`config.mk`:
```
export PLATFORM = sky130hd
export DESIGN_NAME = detector_jogada_debounce
export DESIGN_NICKNAME = d
export VERILOG_FILES = /design/src/rtl/detector_jogada_debounce.sv
export SDC_FILE = /design/constraint.sdc
export NUM_CORES = 1
export LEC_CHECK = 0
export BUFFER_PORTS_ARGS = -buffer_cell sky130_fd_sc_hd__buf_2
export CORE_MARGIN = 2
export CORE_UTILIZATION = 40
export CTS_CLUSTER_DIAMETER = 50
export DETAILED_ROUTE_END_ITERATION = 8
export PLACE_DENSITY_LB_ADDON = 0.08
export SLEW_MARGIN = 20
export SYNTH_ARGS = -nofsm -noshare
export SYNTH_HDL_FRONTEND = slang
export SYNTH_SLANG_ARGS = --single-unit
```
`constraint.sdc`:
```
create_clock -name clock -period 3.34 [get_ports clock]
set_clock_uncertainty 0.15 [all_clocks]
set_input_delay 0.501 -clock clock [delete_from_list [all_inputs] [get_ports clock]]
set_output_delay 0.501 -clock clock [all_outputs]
set_load 0.01 [all_outputs]
```
`src/rtl/detector_jogada_debounce.sv`:
```
// detector_jogada_debounce
//   Input stage of the memory-game datapath. Synchronises the raw keys,
//   debounces press and release, checks that exactly one key is down and
//   emits a registered play plus a one-cycle pulse per press.
//
// Ports
//   clock           in  1  system clock, rising edge
//   reset           in  1  asynchronous active-high reset
//   chaves          in  N  raw asynchronous keys, active-high
//   habilita        in  1  new play accepted (sampled only while idle)
//   zera            in  1  synchronous clear, priority below reset only
//   jogada          out N  last valid one-hot play (registered)
//   jogada_feita    out 1  one-cycle pulse, valid play captured
//   jogada_invalida out 1  one-cycle pulse, press had zero or several keys
//   db_estado       out 4  current FSM state code for debug display
module detector_jogada_debounce #(
  parameter int N               = 4,
  parameter int DEBOUNCE_CYCLES = 50000
) (
  input  logic         clock,
  input  logic         reset,
  input  logic [N-1:0] chaves,
  input  logic         habilita,
  input  logic         zera,
  output logic [N-1:0] jogada,
  output logic         jogada_feita,
  output logic         jogada_invalida,
  output logic [3:0]   db_estado
);

  localparam int CW = (DEBOUNCE_CYCLES > 1) ? $clog2(DEBOUNCE_CYCLES) : 1;
  localparam logic [CW-1:0] CNT_MAX = CW'(DEBOUNCE_CYCLES - 1);

  typedef enum logic [2:0] {
    OCIOSO        = 3'd0,
    ESTABILIZA    = 3'd1,
    VALIDA        = 3'd2,
    ESPERA_SOLTAR = 3'd3,
    SOLTANDO      = 3'd4
  } estado_t;

  logic [N-1:0]  r_sync1;
  logic [N-1:0]  r_cs;
  estado_t       r_estado;
  estado_t       w_prox_estado;
  logic [CW-1:0] r_cnt;
  logic [CW-1:0] w_cnt_nxt;
  logic [N-1:0]  r_amostra;
  logic [N-1:0]  w_amostra_nxt;
  logic [N-1:0]  r_jogada;
  logic [N-1:0]  w_jogada_nxt;
  logic          w_cs_ativo;
  logic          w_amostra_onehot;

  // Two-flop synchroniser; zera intentionally leaves it running.
  always_ff @(posedge clock or posedge reset) begin
    if (reset) begin
      r_sync1 <= '0;
      r_cs    <= '0;
    end else begin
      r_sync1 <= chaves;
      r_cs    <= r_sync1;
    end
  end

  assign w_cs_ativo       = |r_cs;
  assign w_amostra_onehot = $onehot(r_amostra);

  always_ff @(posedge clock or posedge reset) begin
    if (reset) begin
      r_estado  <= OCIOSO;
      r_cnt     <= '0;
      r_amostra <= '0;
      r_jogada  <= '0;
    end else begin
      r_estado  <= w_prox_estado;
      r_cnt     <= w_cnt_nxt;
      r_amostra <= w_amostra_nxt;
      r_jogada  <= w_jogada_nxt;
    end
  end

  always_comb begin
    w_prox_estado = r_estado;
    w_cnt_nxt     = r_cnt;
    w_amostra_nxt = r_amostra;
    w_jogada_nxt  = r_jogada;
    if (zera) begin
      w_prox_estado = OCIOSO;
      w_cnt_nxt     = '0;
      w_amostra_nxt = '0;
      w_jogada_nxt  = '0;
    end else begin
      case (r_estado)
        OCIOSO: begin
          if (habilita && w_cs_ativo) begin
            w_prox_estado = ESTABILIZA;
            w_amostra_nxt = r_cs;
            w_cnt_nxt     = '0;
          end
        end
        ESTABILIZA: begin
          if (!w_cs_ativo) begin
            w_prox_estado = OCIOSO;
            w_cnt_nxt     = '0;
          end else if (r_cs != r_amostra) begin
            // Key pattern changed: restart the stability window on the new value.
            w_amostra_nxt = r_cs;
            w_cnt_nxt     = '0;
          end else if (r_cnt == CNT_MAX) begin
            w_prox_estado = VALIDA;
            w_cnt_nxt     = '0;
            if (w_amostra_onehot) begin
              w_jogada_nxt = r_amostra;
            end
          end else begin
            w_cnt_nxt = r_cnt + CW'(1);
          end
        end
        VALIDA: begin
          w_prox_estado = ESPERA_SOLTAR;
          w_cnt_nxt     = '0;
        end
        ESPERA_SOLTAR: begin
          if (!w_cs_ativo) begin
            w_prox_estado = SOLTANDO;
            w_cnt_nxt     = '0;
          end
        end
        SOLTANDO: begin
          if (w_cs_ativo) begin
            w_prox_estado = ESPERA_SOLTAR;
            w_cnt_nxt     = '0;
          end else if (r_cnt == CNT_MAX) begin
            w_prox_estado = OCIOSO;
            w_cnt_nxt     = '0;
          end else begin
            w_cnt_nxt = r_cnt + CW'(1);
          end
        end
        default: begin
          w_prox_estado = OCIOSO;
          w_cnt_nxt     = '0;
        end
      endcase
    end
  end

  // Pulses are Moore outputs of VALIDA, masked by zera so a clear in the
  // same cycle never lets a pulse escape.
  always_comb begin
    jogada_feita    = 1'b0;
    jogada_invalida = 1'b0;
    if (r_estado == VALIDA && !zera) begin
      jogada_feita    = w_amostra_onehot;
      jogada_invalida = !w_amostra_onehot;
    end
  end

  assign jogada    = r_jogada;
  assign db_estado = {1'b0, r_estado};

endmodule

```
# After elaboration in Yosys (flattened, before gate mapping)
# Cells that the tools add are included.
# op_classes
addsub	4
reduce_logical	15
n_mux	30
eq_ne	15
# op_table
cell	n
16-bit 2-to-1 mux	7
16-bit one-hot mux with 4 select lines	1
4-bit 2-to-1 mux	10
3-bit 2-to-1 mux	8
16-bit by 1-bit adder with 16-bit output (second input constant)	1
16-bit equality test (second input constant)	1
3-bit one-hot mux with 5 select lines	1
3-bit inequality test (second input constant)	4
4-bit inequality test (second input constant)	3
5-bit AND reduction	2
4-bit one-hot mux with 2 select lines	1
2-bit nonzero test	4
3-bit by 1-bit equality test with 1-bit output (second input constant)	2
3-bit by 2-bit equality test with 1-bit output (second input constant)	2
1-bit by 1-bit adder with 2-bit output	2
4-bit inequality test	1
4-bit AND reduction	1
4-bit OR reduction	1
2-bit by 2-bit adder with 3-bit output	1
3-bit equality test (second input constant)	1
3-bit logical NOT	1
3-bit nonzero test	1
1-bit logical AND	2
1-bit logical NOT	2
3 further kinds	4
# totals
register_bits	35
output_inout_bits	10
in_bits	8

# Logic depth before layout (Yosys ltp)
# logic_depth
ltp_word	9
mapped_depth	9
depth_no_buf	9

# Worst setup path before layout
# Ideal clock, no wire load.
# synth_timing
path_kind	reg2out
start	register r_amostra[0]
end	output port jogada_feita
path_slack_ps	739
stages_incl_launch_ff	8
arrival_time_ps	1950
n_path_buf	0
path_cell_list	dfrtp_1 inv_1 fa_1 inv_1 ha_1 ha_1 nor3b_1 and4_1
# synth_via
elab_chain_cells	4
# synth_rtl
item	line_no	text
start, declared	48	logic [N-1:0] r_amostra;
start signal, assigned	78	r_amostra <= w_amostra_nxt;
1-bit by 1-bit adder with 2-bit output (implied by the code)	67	assign w_amostra_onehot = $onehot(r_amostra);
2-bit by 2-bit adder with 3-bit output (implied by the code)	67	
3-bit by 1-bit equality test with 1-bit output	67	
1-bit 2-to-1 mux	154	if (r_estado == VALIDA && !zera) begin
end, declared	26	output logic jogada_feita,
# No other way between the ends.

# Worst setup path in the final report
# Same ends and word-level chain as after synthesis.

==> summary.md <==
| Metric | Value |
|---|---|
| Status | completed |
| Complex-gate fraction of the synthesized area | around 10% |
| Post-route minimum period | 3120 ps |
| Worst min path class | input pin to async pin |
| Worst Path Arrival | 2470 ps |
| Post-synth EDFFs | 0 |
| HPWL Detailed | ~2700 um |
| Yosys top cell area share | around 46% |
| Ant diodes | 0 |
| GPL Wtd Cong | 0.853 |
| Worst vdd ir | between 0.0002 and 0.0003 V |
| Leak | 0.974 nW |
| Simple-Gate Fraction of Synth Area | between 20% and 30% |
| Post-synthesis cell count | roughly 180 |
| Max Fclk | 321 MHz |
| Port Buf Inserts | 16 |
| Synth cell count leaders | dfrtp_1, nor2_1, inv_1 |
| CTS tree | yes |
| Num ports | 18 |
| Final Hold Vio Count | 0 |
| Power Dens Cells | 509 mW/mm^2 |
| Final setup fails | 0 |
| Via count | about 1400 |
| Largest family of logic cells by synthesized area | simple AND/OR/NAND/NOR gates |
| Total track usage | between 15 and 20% |
| Die Height | 72.7 um |
| Clk sinks | 35 |
| Worst slew pin tran | between 700 and 800 ps |
| Post_cts resized | 0 |
| Clock Tree Buf Depth | 2 |
| # rows | 24 |
| Worst setup path category | flop to primary output |
| Syn nets | approximately 200 |
| WL/cell | ~15 um |
| Vias in the first global route | ~1500 |
| Yosys cell types | between 50 and 60 |
| Root Driver | clkbuf_8 |
| CTS hold repair buffers | 0 |
| Seq/Total Area, Yosys | between 40 and 50% |
| Skew-Pair Late Insertion Delay | ~290 ps |
| Total core area | approximately 0.0044 mm^2 |
| Crit path required time | roughly 2700 ps |
| Most frequent cell after synthesis | dfrtp_1 |
| Post-CTS setup buffers | 0 |
| Post-synthesis mux area share | under 10% |
| Starting DRC count in detailed routing | between 100 and 150 |
| Synth async-reset ratio | 100% |
| Synthesis-to-layout area growth | 11.1% |
| Final global-route overflow total | 0 |
| Remaining antenna violation count | 0 |
| Max-Cap Viols | 0 |
| Relative slew slack | between 40 and 50% |
| Syn Area/Cell | around 10 um^2 |
| Antenna violations before repair | 0 |
| First-pass GRT wire length | approximately 6700 um |
| Endpoint class of the critical path | primary output |
| Die width | between 70 and 80 um |
| Mapped Area | 0.00189 mm^2 |
| Yosys warns | 0 |
| Full die area | 0.00529 mm^2 |
| DRC Markers | 0 |
| Xor and xnor area share after synthesis | between 6 and 7% |
| TNS Setup | 0 ps |
| Clock input transition at the sequential cells of the worst setup and hold paths | roughly 70 ps |
| Top post-synthesis cells by area | dfrtp_1, xnor2_1, nor2_1 |
| Worst Setup Start Kind | flop |
| Post-synthesis adder-cell area fraction | under 10% |
| Starting Density | roughly 42% |
| CP max FO | 3 |
| FF+latch count, synth | 35 |
| Largest net degree at the start of global routing | 36 |
| Tcrit/Tclk final | slightly above 90% |
| Total power | between 0.001 and 0.0015 W |
| RSZ-0062 raised after global routing | false |
| Fin. max-slew vios | 0 |
| Cell taking the most area after synthesis | dfrtp_1 |
| Synth Flop Type | dfrtp_1 |
| DR pass1 iterations | 4 |
| H-tree depth | 2 |
| TritonCTS Buffers | 5 |
| Final WL | approximately 3700 um |
| Layout Nets | roughly 210 |
| Vias per cell | around 5.6 |
| Share of cells above drive strength 1 | roughly 17% |
final cells by class:
type | count | area, um^2
timing repair buffer | 17 | 87.6
sequential | 35 | 876
clock inverter | 2 | 16.3
fill | 430 | 2350
inverter | 12 | 45.0
multi-input combinational | 128 | 925
tap | 52 | 65.1
clock buffer | 6 | 82.6
cell usage in the layout (no fill, tap or decap), types with 3 or more instances in the layout:
cell type and instances:
dfrtp_1 35, nand4_1 3, a22o_1 4, nor4_1 5, nand2_1 8, inv_1 12
nand3_1 8, mux2i_1 7, xnor2_1 10, xor2_1 4, buf_2 16, clkbuf_8 6
nor2_1 23, nor3_1 9, ha_1 3, and4_1 3
critical path: stages, from the launching register on:
cell     delay, ps
dfrtp_1        370
inv_1           80
fa_1           530
inv_1           40
ha_1           170
ha_1           270
nor3b_1        350
and4_1         230
buf_2          120
per-layer routing:
metal	vias to the layer above	global-route usage (%)	wire length (um)
li1	686	-	-
met1	684	22.4	1830
met2	29	25.9	1720
met3	7	3.73	126
met4	0	6.38	61
met5	-	0	0
report_power, final:
| group | total, W | internal (W) | switching, W |
|---|---|---|---|
| logic | 0.000247 | 0.000103 | 0.000144 |
| clock network | 0.000324 | 0.000168 | 0.000156 |
| registers | 0.000495 | 0.000451 | 0.0000444 |
flip-flops by register name, summed over array words and instances (netlist names):
name	count
r_cs	4
r_cnt	16
r_sync1	4
r_estado	3
jogada	4
r_amostra	4
stage by stage:
stage                     area, um^2  setup slack [ps]  hold slack, ps  std cells  util, %
after floorplan                 1890               739             181        183        -
after global placement          2000               606             182        244     45.0
after detailed placement        2000               563             191        244     45.0
after CTS                       2100               231             158        252     47.2
after global routing            2100              27.6             154        252     47.2
final                           2100               223             151        252     47.2
cell families (layout without fill, tap and decap cells):
kind of cell,count (synthesis),in the layout
and+or+nand+nor,77,77
muxes,9,9
DFF,35,35
AOI/OAI and AO/OA,23,23
other,1,1
xor gates and xnor gates,14,14
adders and majority gates,4,4
buffers and inverters,20,37
final timing paths:
check	from	end	depth (start not counted)	slack, ps
worst max-delay path	r_amostra[0]$_DFFE_PP0P_	jogada_feita	8	220
worst min-delay path	reset	r_sync1[1]$_DFF_PP0_	3	150
worst max register to register	r_amostra[0]$_DFFE_PP0P_	jogada[3]$_DFFE_PP0P_	9	530
worst min register to register	r_sync1[1]$_DFF_PP0_	r_cs[1]$_DFF_PP0_	0	210
max in group asynchronous	reset	jogada[0]$_DFFE_PP0P_	3	2580
min in group clock	chaves[1]	r_sync1[1]$_DFF_PP0_	1	170
Note: power is estimated with default switching activity, not from simulation.
